File: config.mk
export PLATFORM = sky130hd
export DESIGN_NAME = alu_seq_n
export DESIGN_NICKNAME = d
export VERILOG_FILES = /design/src/rtl/alu_seq_pkg.sv /design/src/rtl/alu_shift_iter.sv /design/src/rtl/alu_seq_n.sv
export SDC_FILE = /design/constraint.sdc
export NUM_CORES = 1
export LEC_CHECK = 0
export BUFFER_PORTS_ARGS = -buffer_cell sky130_fd_sc_hd__buf_2
export CORE_UTILIZATION = 60
export DETAILED_ROUTE_END_ITERATION = 7
export GPL_TIMING_DRIVEN = 0
export MAX_ROUTING_LAYER = met4
export PLACE_DENSITY = 0.93
export SLEW_MARGIN = 10
export SYNTH_ARGS = -nofsm -noshare
export SYNTH_HDL_FRONTEND = slang
export SYNTH_SLANG_ARGS = --single-unit
export TNS_END_PERCENT = 100
File: constraint.sdc
create_clock -name clk_i -period 7.4 [get_ports clk_i]
set_input_delay 0.37 -clock clk_i [delete_from_list [all_inputs] [get_ports clk_i]]
set_output_delay 0.37 -clock clk_i [all_outputs]
set_load 0.1 [all_outputs]
File: src/rtl/alu_seq_pkg.sv
// Shared definitions for the sequential N-bit ALU: opcode map, FSM state
// encoding and a shift-opcode helper.
package alu_seq_pkg;

    localparam logic [3:0] OP_AND  = 4'b0000;
    localparam logic [3:0] OP_OR   = 4'b0001;
    localparam logic [3:0] OP_ADD  = 4'b0010;
    localparam logic [3:0] OP_SLT  = 4'b0011;
    localparam logic [3:0] OP_XOR  = 4'b0100;
    localparam logic [3:0] OP_SLTU = 4'b0101;
    localparam logic [3:0] OP_SRL  = 4'b0110;
    localparam logic [3:0] OP_SLL  = 4'b0111;
    localparam logic [3:0] OP_SRA  = 4'b1000;

    typedef enum logic [1:0] {
        ST_IDLE  = 2'd0,
        ST_SHIFT = 2'd1,
        ST_DONE  = 2'd2
    } state_e;

    function automatic logic is_shift(input logic [3:0] op);
        return (op == OP_SRL) || (op == OP_SLL) || (op == OP_SRA);
    endfunction

endpackage

File: src/rtl/alu_shift_iter.sv
// Iterative shifter: one bit position per cycle. start_i loads the operand,
// opcode and a non-zero count; done_o flags the cycle that performs the last
// step, and result_o is the value after the current cycle's step.
module alu_shift_iter
    import alu_seq_pkg::*;
#(
    parameter  int WIDTH = 32,
    localparam int SHW   = $clog2(WIDTH)
) (
    input  logic             clk_i,
    input  logic             rst_i,
    input  logic             start_i,
    input  logic [3:0]       op_i,
    input  logic [WIDTH-1:0] data_i,
    input  logic [SHW-1:0]   amt_i,
    output logic             done_o,
    output logic [WIDTH-1:0] result_o
);

    logic [WIDTH-1:0] work_q, work_d;
    logic [SHW-1:0]   cnt_q;
    logic [3:0]       op_q;
    logic             busy_q;

    // One-position shift of the working register; fill bit depends on opcode.
    always_comb begin
        work_d = work_q;
        case (op_q)
            OP_SRL:  work_d = {1'b0, work_q[WIDTH-1:1]};
            OP_SLL:  work_d = {work_q[WIDTH-2:0], 1'b0};
            default: work_d = {work_q[WIDTH-1], work_q[WIDTH-1:1]};
        endcase
    end

    assign result_o = work_d;
    assign done_o   = busy_q && (cnt_q == SHW'(1));

    // Load on start, then step and count down until the terminal count of 1.
    always_ff @(posedge clk_i) begin
        if (rst_i) begin
            work_q <= '0;
            cnt_q  <= '0;
            op_q   <= OP_AND;
            busy_q <= 1'b0;
        end else if (start_i) begin
            work_q <= data_i;
            cnt_q  <= amt_i;
            op_q   <= op_i;
            busy_q <= 1'b1;
        end else if (busy_q) begin
            work_q <= work_d;
            cnt_q  <= cnt_q - SHW'(1);
            if (cnt_q == SHW'(1)) begin
                busy_q <= 1'b0;
            end
        end
    end

endmodule

File: src/rtl/alu_seq_n.sv
// Sequential N-bit ALU with valid/ready on both sides. Logic/arithmetic ops
// finish in one cycle; shifts iterate one bit per cycle in alu_shift_iter.
// Optional macro ALU_SEQ_FLAGS_EN adds registered zero_o / ovf_o outputs.
//
// state    | meaning
// ---------+-----------------------------------------------------------
// ST_IDLE  | ready for a request; non-shift and shift-by-0 complete here
// ST_SHIFT | shifter stepping, one position per cycle
// ST_DONE  | result valid and held until the consumer accepts it
module alu_seq_n
    import alu_seq_pkg::*;
#(
    parameter  int WIDTH = 32,
    localparam int SHW   = $clog2(WIDTH)
) (
    input  logic             clk_i,
    input  logic             rst_i,
    input  logic             in_valid_i,
    output logic             in_ready_o,
    input  logic [WIDTH-1:0] a_i,
    input  logic [WIDTH-1:0] b_i,
    input  logic             sub_i,
    input  logic [3:0]       operacion_i,
    output logic             out_valid_o,
    input  logic             out_ready_i,
    output logic [WIDTH-1:0] resultado_o,
`ifdef ALU_SEQ_FLAGS_EN
    output logic             zero_o,
    output logic             ovf_o,
`endif
    output logic             c_o
);

    state_e           state_q, state_d;
    logic [WIDTH-1:0] res_q, res_d;
    logic             c_q, c_d;

    logic             use_sub;
    logic [WIDTH-1:0] b_eff;
    logic [WIDTH:0]   sum_ext;
    logic             add_ovf;
    logic [WIDTH-1:0] alu_res;
    logic             alu_c;

    logic             shift_start;
    logic             shift_done;
    logic [WIDTH-1:0] shift_res;

`ifdef ALU_SEQ_FLAGS_EN
    logic zero_q, zero_d;
    logic ovf_q, ovf_d;
`endif

    alu_shift_iter #(.WIDTH(WIDTH)) u_shift (
        .clk_i    (clk_i),
        .rst_i    (rst_i),
        .start_i  (shift_start),
        .op_i     (operacion_i),
        .data_i   (a_i),
        .amt_i    (b_i[SHW-1:0]),
        .done_o   (shift_done),
        .result_o (shift_res)
    );

    // Single-cycle unit: shared adder (SLT/SLTU always subtract) and result mux.
    always_comb begin
        use_sub = (operacion_i != OP_ADD) || sub_i;
        b_eff   = use_sub ? ~b_i : b_i;
        sum_ext = {1'b0, a_i} + {1'b0, b_eff} + {{WIDTH{1'b0}}, use_sub};
        add_ovf = (a_i[WIDTH-1] == b_eff[WIDTH-1]) && (sum_ext[WIDTH-1] != a_i[WIDTH-1]);
        alu_res = '0;
        alu_c   = 1'b0;
        case (operacion_i)
            OP_AND:  alu_res = a_i & b_i;
            OP_OR:   alu_res = a_i | b_i;
            OP_XOR:  alu_res = a_i ^ b_i;
            OP_ADD: begin
                alu_res = sum_ext[WIDTH-1:0];
                alu_c   = sum_ext[WIDTH];
            end
            OP_SLT: begin
                alu_res = {{(WIDTH-1){1'b0}}, sum_ext[WIDTH-1] ^ add_ovf};
                alu_c   = sum_ext[WIDTH];
            end
            OP_SLTU: begin
                alu_res = {{(WIDTH-1){1'b0}}, ~sum_ext[WIDTH]};
                alu_c   = sum_ext[WIDTH];
            end
            // Only reached for a zero shift amount: operand passes through.
            OP_SRL, OP_SLL, OP_SRA: alu_res = a_i;
            default: alu_res = '0;
        endcase
    end

    // Next-state, handshake outputs and result register loads.
    always_comb begin
        state_d     = state_q;
        res_d       = res_q;
        c_d         = c_q;
        shift_start = 1'b0;
        in_ready_o  = 1'b0;
        out_valid_o = 1'b0;
`ifdef ALU_SEQ_FLAGS_EN
        zero_d      = zero_q;
        ovf_d       = ovf_q;
`endif
        case (state_q)
            ST_IDLE: begin
                in_ready_o = 1'b1;
                if (in_valid_i) begin
                    if (is_shift(operacion_i) && (b_i[SHW-1:0] != '0)) begin
                        shift_start = 1'b1;
                        c_d         = 1'b0;
                        state_d     = ST_SHIFT;
                    end else begin
                        res_d   = alu_res;
                        c_d     = alu_c;
`ifdef ALU_SEQ_FLAGS_EN
                        zero_d  = (alu_res == '0);
                        ovf_d   = (operacion_i == OP_ADD) && add_ovf;
`endif
                        state_d = ST_DONE;
                    end
                end
            end
            ST_SHIFT: begin
                if (shift_done) begin
                    res_d   = shift_res;
                    c_d     = 1'b0;
`ifdef ALU_SEQ_FLAGS_EN
                    zero_d  = (shift_res == '0);
                    ovf_d   = 1'b0;
`endif
                    state_d = ST_DONE;
                end
            end
            ST_DONE: begin
                out_valid_o = 1'b1;
                if (out_ready_i) begin
                    state_d = ST_IDLE;
                end
            end
            default: state_d = ST_IDLE;
        endcase
    end

    // State and result registers; reset discards any in-flight operation.
    always_ff @(posedge clk_i) begin
        if (rst_i) begin
            state_q <= ST_IDLE;
            res_q   <= '0;
            c_q     <= 1'b0;
`ifdef ALU_SEQ_FLAGS_EN
            zero_q  <= 1'b0;
            ovf_q   <= 1'b0;
`endif
        end else begin
            state_q <= state_d;
            res_q   <= res_d;
            c_q     <= c_d;
`ifdef ALU_SEQ_FLAGS_EN
            zero_q  <= zero_d;
            ovf_q   <= ovf_d;
`endif
        end
    end

    assign resultado_o = res_q;
    assign c_o         = c_q;
`ifdef ALU_SEQ_FLAGS_EN
    assign zero_o      = zero_q;
    assign ovf_o       = ovf_q;
`endif

endmodule

==> impl_metrics.sql, run 1 <==
INSERT INTO impl_metrics (metric_group, metric, value, unit) VALUES
('logic_synthesis', 'yosys-top-cells-count', 'sky130_fd_sc_hd__nor2_1 (123), sky130_fd_sc_hd__ha_1 (99), sky130_fd_sc_hd__a21oi_1 (92), sky130_fd_sc_hd__dfxtp_1 (77), sky130_fd_sc_hd__inv_1 (73)', ''),
('grt', 'grt_pass1_wl', '40000', 'um'),
('setup_path', 'regToRegStartpoint', 'state_q[1]', ''),
('setup_path', 'rrSetupSlack', '4.13', 'ns'),
('clock_network', 'number_of_hold_buffers_added_after_cts', '0', ''),
('floorplanning', 'floorplan.die_area', '13100', 'um^2'),
('timing', 'fin_skew', '0.00568', 'ns'),
('logic_synthesis', 'syn_nets', '1184', ''),
('logic_synthesis', 'synth_compound_area_frac', '0.275', ''),
('layout', 'seqCellArea', '1540', 'um^2'),
('setup_path', 'cpMostUsedCell', 'sky130_fd_sc_hd__nor2_1', ''),
('timing', 'fin_crit', '4.90', 'ns'),
('route', 'ant_nets', '0', ''),
('logic_synthesis', 'synthMostInstantiatedCell', 'sky130_fd_sc_hd__nor2_1', ''),
('logic_synthesis', 'combinational_family_with_the_most_area_after_synthesis', 'compound AO/OA/AOI/OAI gates', ''),
('placement', 'io_buffers', '102', ''),
('floorplanning', 'pin_count', '108', ''),
('setup_path', 'worst_ep_required_time', '7.66', 'ns'),
('grt', 'grt_antenna_before_repair', '0', ''),
('clock_network', 'clk_root_buffer_cell', 'sky130_fd_sc_hd__clkbuf_16', ''),
('flow_run', 'max_cap_viol_count', '0', ''),
('clock_network', 'clkTransAtPathRegs', '0.07', 'ns'),
('setup_path', 'setup.worst_path.class', 'input pin to flip-flop', ''),
('power_and_ir_drop', 'power_density', '190', 'nW/um^2'),
('layout', 'final_core_util', '0.714', ''),
('route', 'drt-pass1-iter-count', '6', ''),
('timing', 'slew_headroom', '0.122', ''),
('clock_network', 'clock_latency', '0.35', 'ns'),
('logic_synthesis', 'yosys.area_share.adder', '0.166', ''),
('logic_synthesis', 'proportion_of_synthesized_area_in_mux_cells', '0.0514', ''),
('setup_path', 'crit_slowest_cell', 'sky130_fd_sc_hd__buf_1', ''),
('grt', 'grt.total_usage', '0.405', ''),
('setup_path', 'worstSetupEndpoint', 'resultado_o[0]', ''),
('route', 'avgViaCountPerCell', '6.56', ''),
('clock_network', 'post_cts_buffers', '0', ''),
('grt', 'grt_remaining_overflow', '0', ''),
('timing', 'grt_setup_unrepaired', 'false', ''),
('layout', 'n_antenna_cell', '0', ''),
('clock_network', 'cts.sink_count', '77', ''),
('grt', 'first_global_vias', '7866', ''),
('timing', 'final_hold_viol_count', '0', ''),
('layout', 'syn2layout_area_growth', '14.2', '%'),
('timing', 'final_min_period_over_clock_period', '0.662', ''),
('layout', 'n_fill_cell', '970', ''),
('outcome', 'run_status', 'complete, no violations', ''),
('route', 'drcViolationCount', '0', ''),
('clock_network', 'cts.repair.resized', '0', ''),
('layout', 'layout-drive-gt1-share', '0.116', ''),
('logic_synthesis', 'async_set_or_reset_flop_fraction_in_the_synthesized_netlist', '0', ''),
('power_and_ir_drop', 'peak_vdd_ir', '128', 'uV'),
('logic_synthesis', 'ys_ff_latch', '77', ''),
('route', 'post_drt_wl_per_cell', '19.5', 'um'),
('route', 'drt_first_iter_violations', '1214', ''),
('logic_synthesis', 'ys_seq_area_frac', '0.203', ''),
('setup_path', 'rr_worst_depth', '9', ''),
('floorplanning', 'floorplan.die.height', '115', 'um'),
('timing', 'totalNegativeSetupSlack', '0', 'ns'),
('layout', 'fin_nets', '1297', ''),
('setup_path', 'crit_arrival', '5.16', 'ns'),
('floorplanning', 'start_util', '0.625', ''),
('logic_synthesis', 'ys_dominant_reg_cell', 'sky130_fd_sc_hd__dfxtp_1', ''),
('timing', 'finalMaxSlewViolations', '0', ''),
('layout', 'area_used_by_multi_input_combinational_logic', '5500', 'um^2'),
('clock_network', 'cts_buffer_depth', '2', ''),
('placement', 'post-dp-hpwl', '18700', 'um'),
('clock_network', 'ctsHtreeMaxLevel', '3', ''),
('logic_synthesis', 'synth-edff-count', '0', ''),
('logic_synthesis', 'yosysTopAreaCell', 'sky130_fd_sc_hd__dfxtp_1', ''),
('logic_synthesis', 'ys_types', '59', ''),
('logic_synthesis', 'yosys.area_share.xor_xnor', '0.0703', ''),
('min_path', 'min-delay-path-class', 'input pin to flip-flop', '');
## sequential cells by signal, indices dropped and copies added, names as in the netlist
signal,flops
state_q,2
u_shift.op_q,4
resultado_o,32
c_o,1
u_shift.cnt_q,5
u_shift.work_q,32
u_shift.busy_q,1
## where the power goes
group | leakage, nW | internal, mW | switching (mW)
Clock | 0.176 | 0.358 | 0.191
Combinational | 3.13 | 0.191 | 0.434
Sequential | 0.630 | 0.448 | 0.0244
## placed cells by master, fill, tap and decap left out, types with 26 or more instances in the layout
cell                       instances
sky130_fd_sc_hd__a211oi_1         41
sky130_fd_sc_hd__clkbuf_1         60
sky130_fd_sc_hd__xnor2_1          47
sky130_fd_sc_hd__a21oi_1          92
sky130_fd_sc_hd__ha_1             99
sky130_fd_sc_hd__o21ai_0          60
sky130_fd_sc_hd__nand2_1          67
sky130_fd_sc_hd__mux2i_1          39
sky130_fd_sc_hd__buf_2           105
sky130_fd_sc_hd__nor3_1           26
sky130_fd_sc_hd__dfxtp_1          77
sky130_fd_sc_hd__inv_1            73
sky130_fd_sc_hd__a221oi_1         30
sky130_fd_sc_hd__nor2_1          123
## how the worst min path moves through the flow
stage / start / to / slack (ns) / cells after the start
after floorplan: u_shift.op_q[1] / u_shift.op_q[1] / 0.44 / 1
after global placement: u_shift.op_q[2] / u_shift.op_q[2] / 0.45 / 1
after detailed placement: u_shift.op_q[1] / u_shift.op_q[1] / 0.46 / 1
after CTS: out_ready_i / state_q[1] / 0.32 / 3
after global routing: out_ready_i / state_q[1] / 0.32 / 3
final: out_ready_i / state_q[1] / 0.32 / 3
## critical path: cells and delay by family
| family | cells | cell delay, ns |
|---|---|---|
| buf+inv | 3 | 1.09 |
| fa+ha+maj | 1 | 0.26 |
| simple gates | 5 | 1.19 |
| compound gates | 6 | 2.04 |
| xor+xnor | 1 | 0.20 |
## kinds of logic after synthesis
group	Yosys count
simple gates	274
mux	39
compound gates	316
buf+inv	144
xor+xnor	61
flops	77
fa+ha+maj	100
## cell type report
class / instances / area share
timing repair buffer: 102 / 0.0588
inverter: 73 / 0.0316
sequential: 77 / 0.178
tap: 168 / 0.0242
multi-input combinational: 790 / 0.634
clock inverter: 3 / 0.0104
clock buffer: 13 / 0.0311
buffer: 71 / 0.0324
## stage by stage
step                      hold WS [ns]  power [mW]  setup slack (ns)  std cells  area, um^2
after floorplan                  0.441       0.928              3.53       1011        7600
after global placement           0.449        1.07              2.44       1281        8320
after detailed placement         0.464        1.08              2.36       1281        8320
after CTS                        0.321        1.62              2.68       1297        8680
after global routing             0.323        1.71              2.33       1297        8680
final                            0.319        1.65              2.50       1297        8680
## routing by layer
metal / part of all wire / up-vias / global-route usage
met5: 0 / - / -
met4: 0.055 / 0 / 0.236
met3: 0.13 / 133 / 0.0741
met2: 0.44 / 682 / 0.621
met1: 0.38 / 3830 / 0.498
li1: - / 3862 / -
Power figures use the tool's default switching activity.
==> run 2, diff against run 1 <==
--- a/config.mk
+++ b/config.mk
@@ -6,11 +6,11 @@
 export NUM_CORES = 1
 export LEC_CHECK = 0
 export BUFFER_PORTS_ARGS = -buffer_cell sky130_fd_sc_hd__buf_2
-export CORE_UTILIZATION = 60
+export CORE_UTILIZATION = 59
 export DETAILED_ROUTE_END_ITERATION = 7
 export GPL_TIMING_DRIVEN = 0
 export MAX_ROUTING_LAYER = met4
-export PLACE_DENSITY = 0.93
+export PLACE_DENSITY = 0.92
 export SLEW_MARGIN = 10
 export SYNTH_ARGS = -nofsm -noshare
 export SYNTH_HDL_FRONTEND = slang
==> constraint.sdc (replaced) <==
create_clock -name clk_i -period 4.73 [get_ports clk_i]
set_input_delay 0.2365 -clock clk_i [delete_from_list [all_inputs] [get_ports clk_i]]
set_output_delay 0.2365 -clock clk_i [all_outputs]
set_load 0.1 [all_outputs]
==> run 2 against run 1 <==
Power up 45%. Wire length down 1.3%. Sequential cell count is the same. Register-to-register slack got worse by 2.6 ns. Hold slack lost 0.14 ns. Sequential share of layout area up 0.14 points. Die area grew 1.7%. Global-route usage shrank 1.0 points. Final cell count is 0.31% higher. Clock skew grew 0.0065 ns. Final area decreased by 0.76%. Largest cell class unchanged. Largest power group unchanged.
==> impl_metrics.sql, run 2 (same netlist as run 1, synthesis figures left out) <==
INSERT INTO impl_metrics (metric_group, metric, value, unit) VALUES
('placement', 'dp_slack', '-0.203', 'ns'),
('clock_network', 'clock_latency', '0.36', 'ns'),
('layout', 'layout.cells.most_common_list', 'sky130_fd_sc_hd__nor2_1 (123), sky130_fd_sc_hd__buf_2 (105), sky130_fd_sc_hd__ha_1 (99), sky130_fd_sc_hd__a21oi_1 (92), sky130_fd_sc_hd__dfxtp_1 (77)', ''),
('setup_path', 'timing.rr.end', 'resultado_o[17]', ''),
('floorplanning', 'floorplan.die.height', '115', 'um'),
('layout', 'fin_nets', '1297', ''),
('setup_path', 'crit_chain', 'buf_2 > nor2_1 > nand3b_1 > nor2_1 > clkbuf_2 > xnor2_1 > ha_1 > clkbuf_1 > a21oi_1 > o2111ai_1 > a221o_1 > a31oi_1 > nor2_1 > a311oi_1 > nand3_1 > a311oi_1', ''),
('layout', 'syn2layout_area_growth', '13.4', '%'),
('outcome', 'run_status', 'complete, no violations', ''),
('setup_path', 'timing.critical_path.fanout_max', '10', ''),
('setup_path', 'critPathMaxStageDelay', '0.48', 'ns'),
('grt', 'grt_remaining_overflow', '0', ''),
('setup_path', 'setup.worst_path.class', 'input pin to flip-flop', ''),
('layout', 'seqCellArea', '1540', 'um^2'),
('placement', 'post-dp-hpwl', '18700', 'um'),
('power_and_ir_drop', 'peak_vdd_ir', '209', 'uV'),
('timing', 'slew_headroom', '0.236', ''),
('clock_network', 'tritoncts.num_buffers', '9', ''),
('setup_path', 'crit_arrival', '4.79', 'ns'),
('setup_path', 'cpMostUsedCell', 'sky130_fd_sc_hd__nor2_1', ''),
('clock_network', 'ctsHtreeMaxLevel', '3', ''),
('route', 'ant_nets', '0', ''),
('setup_path', 'cp_num_cells', '16', ''),
('timing', 'fin_crit', '4.53', 'ns'),
('placement', 'io_buffers', '102', ''),
('placement', 'finalWeightedCongestion', '0.999', ''),
('setup_path', 'cp-start-kind', 'input pin', ''),
('setup_path', 'worst_ep_required_time', '4.99', 'ns'),
('floorplanning', 'floorplan.die_area', '13300', 'um^2'),
('route', 'route.final.wire_length', '25000', 'um'),
('clock_network', 'cts_buffer_depth', '2', ''),
('clock_network', 'cts.sink_count', '77', ''),
('timing', 'final.setup.worst_slack', '0.196', 'ns'),
('route', 'avgViaCountPerCell', '6.47', ''),
('route', 'drt-pass1-iter-count', '6', ''),
('grt', 'grt_antenna_before_repair', '0', ''),
('timing', 'fin_skew', '0.0122', 'ns'),
('clock_network', 'cts_tree', 'done', ''),
('timing', 'report.final.setup_viol', '0', ''),
('layout', 'design_area', '8610', 'um^2'),
('layout', 'n_antenna_cell', '0', ''),
('setup_path', 'critical_path_s_top_delay_family', 'compound AO/OA/AOI/OAI gates', ''),
('timing', 'finalMaxSlewViolations', '0', ''),
('grt', 'largest_net_degree_at_the_start_of_global_routing', '15', ''),
('layout', 'layout.cells.most_common', 'sky130_fd_sc_hd__nor2_1', ''),
('grt', 'grt_pass1_wl', '39000', 'um'),
('setup_path', 'rrSetupSlack', '1.50', 'ns'),
('timing', 'tightest_slew', '1.13', 'ns'),
('setup_path', 'rr_worst_depth', '9', ''),
('grt', 'first_global_vias', '7621', ''),
('floorplanning', 'core_area', '12600', 'um^2'),
('power_and_ir_drop', 'power_density', '278', 'nW/um^2'),
('timing', 'totalNegativeSetupSlack', '0', 'ns'),
('floorplanning', 'die_boundary_width', '115', 'um'),
('setup_path', 'timing.critical_path.buf_inv', '3', ''),
('flow_run', 'max_cap_viol_count', '0', ''),
('placement', 'post-place-cells', '1285', ''),
('floorplanning', 'std_cell_rows', '41', ''),
('layout', 'area_used_by_multi_input_combinational_logic', '5500', 'um^2'),
('timing', 'final_hold_viol_count', '0', ''),
('clock_network', 'clkTransAtPathRegs', '0.06', 'ns'),
('min_path', 'worst_hold_startpoint', 'operacion_i[0]', ''),
('setup_path', 'regToRegStartpoint', 'state_q[1]', ''),
('timing', 'grt_setup_unrepaired', 'false', ''),
('layout', 'n_fill_cell', '1064', ''),
('min_path', 'min-delay-path-class', 'input pin to flip-flop', ''),
('layout', 'final_core_util', '0.685', ''),
('setup_path', 'crit_slowest_cell', 'sky130_fd_sc_hd__a31oi_1', ''),
('timing', 'hold-worst-slack', '0.176', 'ns'),
('layout', 'final-instance-count-excl-fill', '1301', ''),
('floorplanning', 'start_util', '0.605', ''),
('route', 'post_drt_wl_per_cell', '19.2', 'um'),
('setup_path', 'critical_path.endpoint_type', 'flip-flop', ''),
('min_path', 'whs_path_depth', '3', ''),
('layout', 'layout-drive-gt1-share', '0.120', ''),
('route', 'drt_first_iter_violations', '1083', ''),
('timing', 'fmax', '221', 'MHz'),
('grt', 'grt.total_usage', '0.395', ''),
('floorplanning', 'pin_count', '108', ''),
('power_and_ir_drop', 'post-layout-total-power', '2.39', 'mW'),
('timing', 'final_min_period_over_clock_period', '0.959', ''),
('placement', 'dpl_cell_area', '8320', 'um^2'),
('power_and_ir_drop', 'power.leakage', '3.90', 'nW'),
('route', 'drcViolationCount', '0', ''),
('clock_network', 'clk_root_buffer_cell', 'sky130_fd_sc_hd__clkbuf_16', ''),
('min_path', 'hold_path_end', 'u_shift.op_q[0]', ''),
('route', 'number_of_vias_in_the_routed_layout', '8414', '');
-- run 2: tightest hold or removal path: cells and delay by family --
family,cells,cell delay (ns)
buffers and inverters,1,0.11
multiplexers,1,0.07
AND/OR/NAND/NOR,1,0.08
-- run 2: how the worst max path moves through the flow --
stage,startpoint,end,slack [ns]
2_1_floorplan,operacion_i[3],resultado_o[0],1.0
3_3_place_gp,operacion_i[3],resultado_o[0],-0.11
3_5_place_dp,operacion_i[3],resultado_o[0],-0.20
4_1_cts,operacion_i[3],resultado_o[0],0.14
5_1_grt,operacion_i[3],resultado_o[0],0.04
6_report,operacion_i[3],resultado_o[0],0.20
-- run 2: final cells by class --
| type | instances | area share |
|---|---|---|
| clock inverters | 6 | 0.00537 |
| clock buffers | 10 | 0.0277 |
| plain buffers | 71 | 0.0331 |
| inverters | 73 | 0.0318 |
| well taps | 172 | 0.0250 |
| flip-flops and latches | 77 | 0.179 |
| multi-input cells | 790 | 0.639 |
| repair buffers | 102 | 0.0593 |
-- run 2: report_power, final --
part	internal [mW]	switching (mW)	total [mW]
combinational	0.300	0.674	0.974
sequential	0.701	0.0376	0.738
clock	0.373	0.309	0.682
-- run 2: timing repair --
action	in CTS	in global routing
setup endpoints to repair	0	3
endpoints found under the hold margin	0	0
hold buffers	0	0
buffers inserted	0	0
resized for setup	0	5
-- run 2: routing by layer --
layer	global-route usage	share of wire
met1	0.494	0.40
met5	-	0
met4	0.255	0.064
met3	0.0675	0.11
met2	0.586	0.42
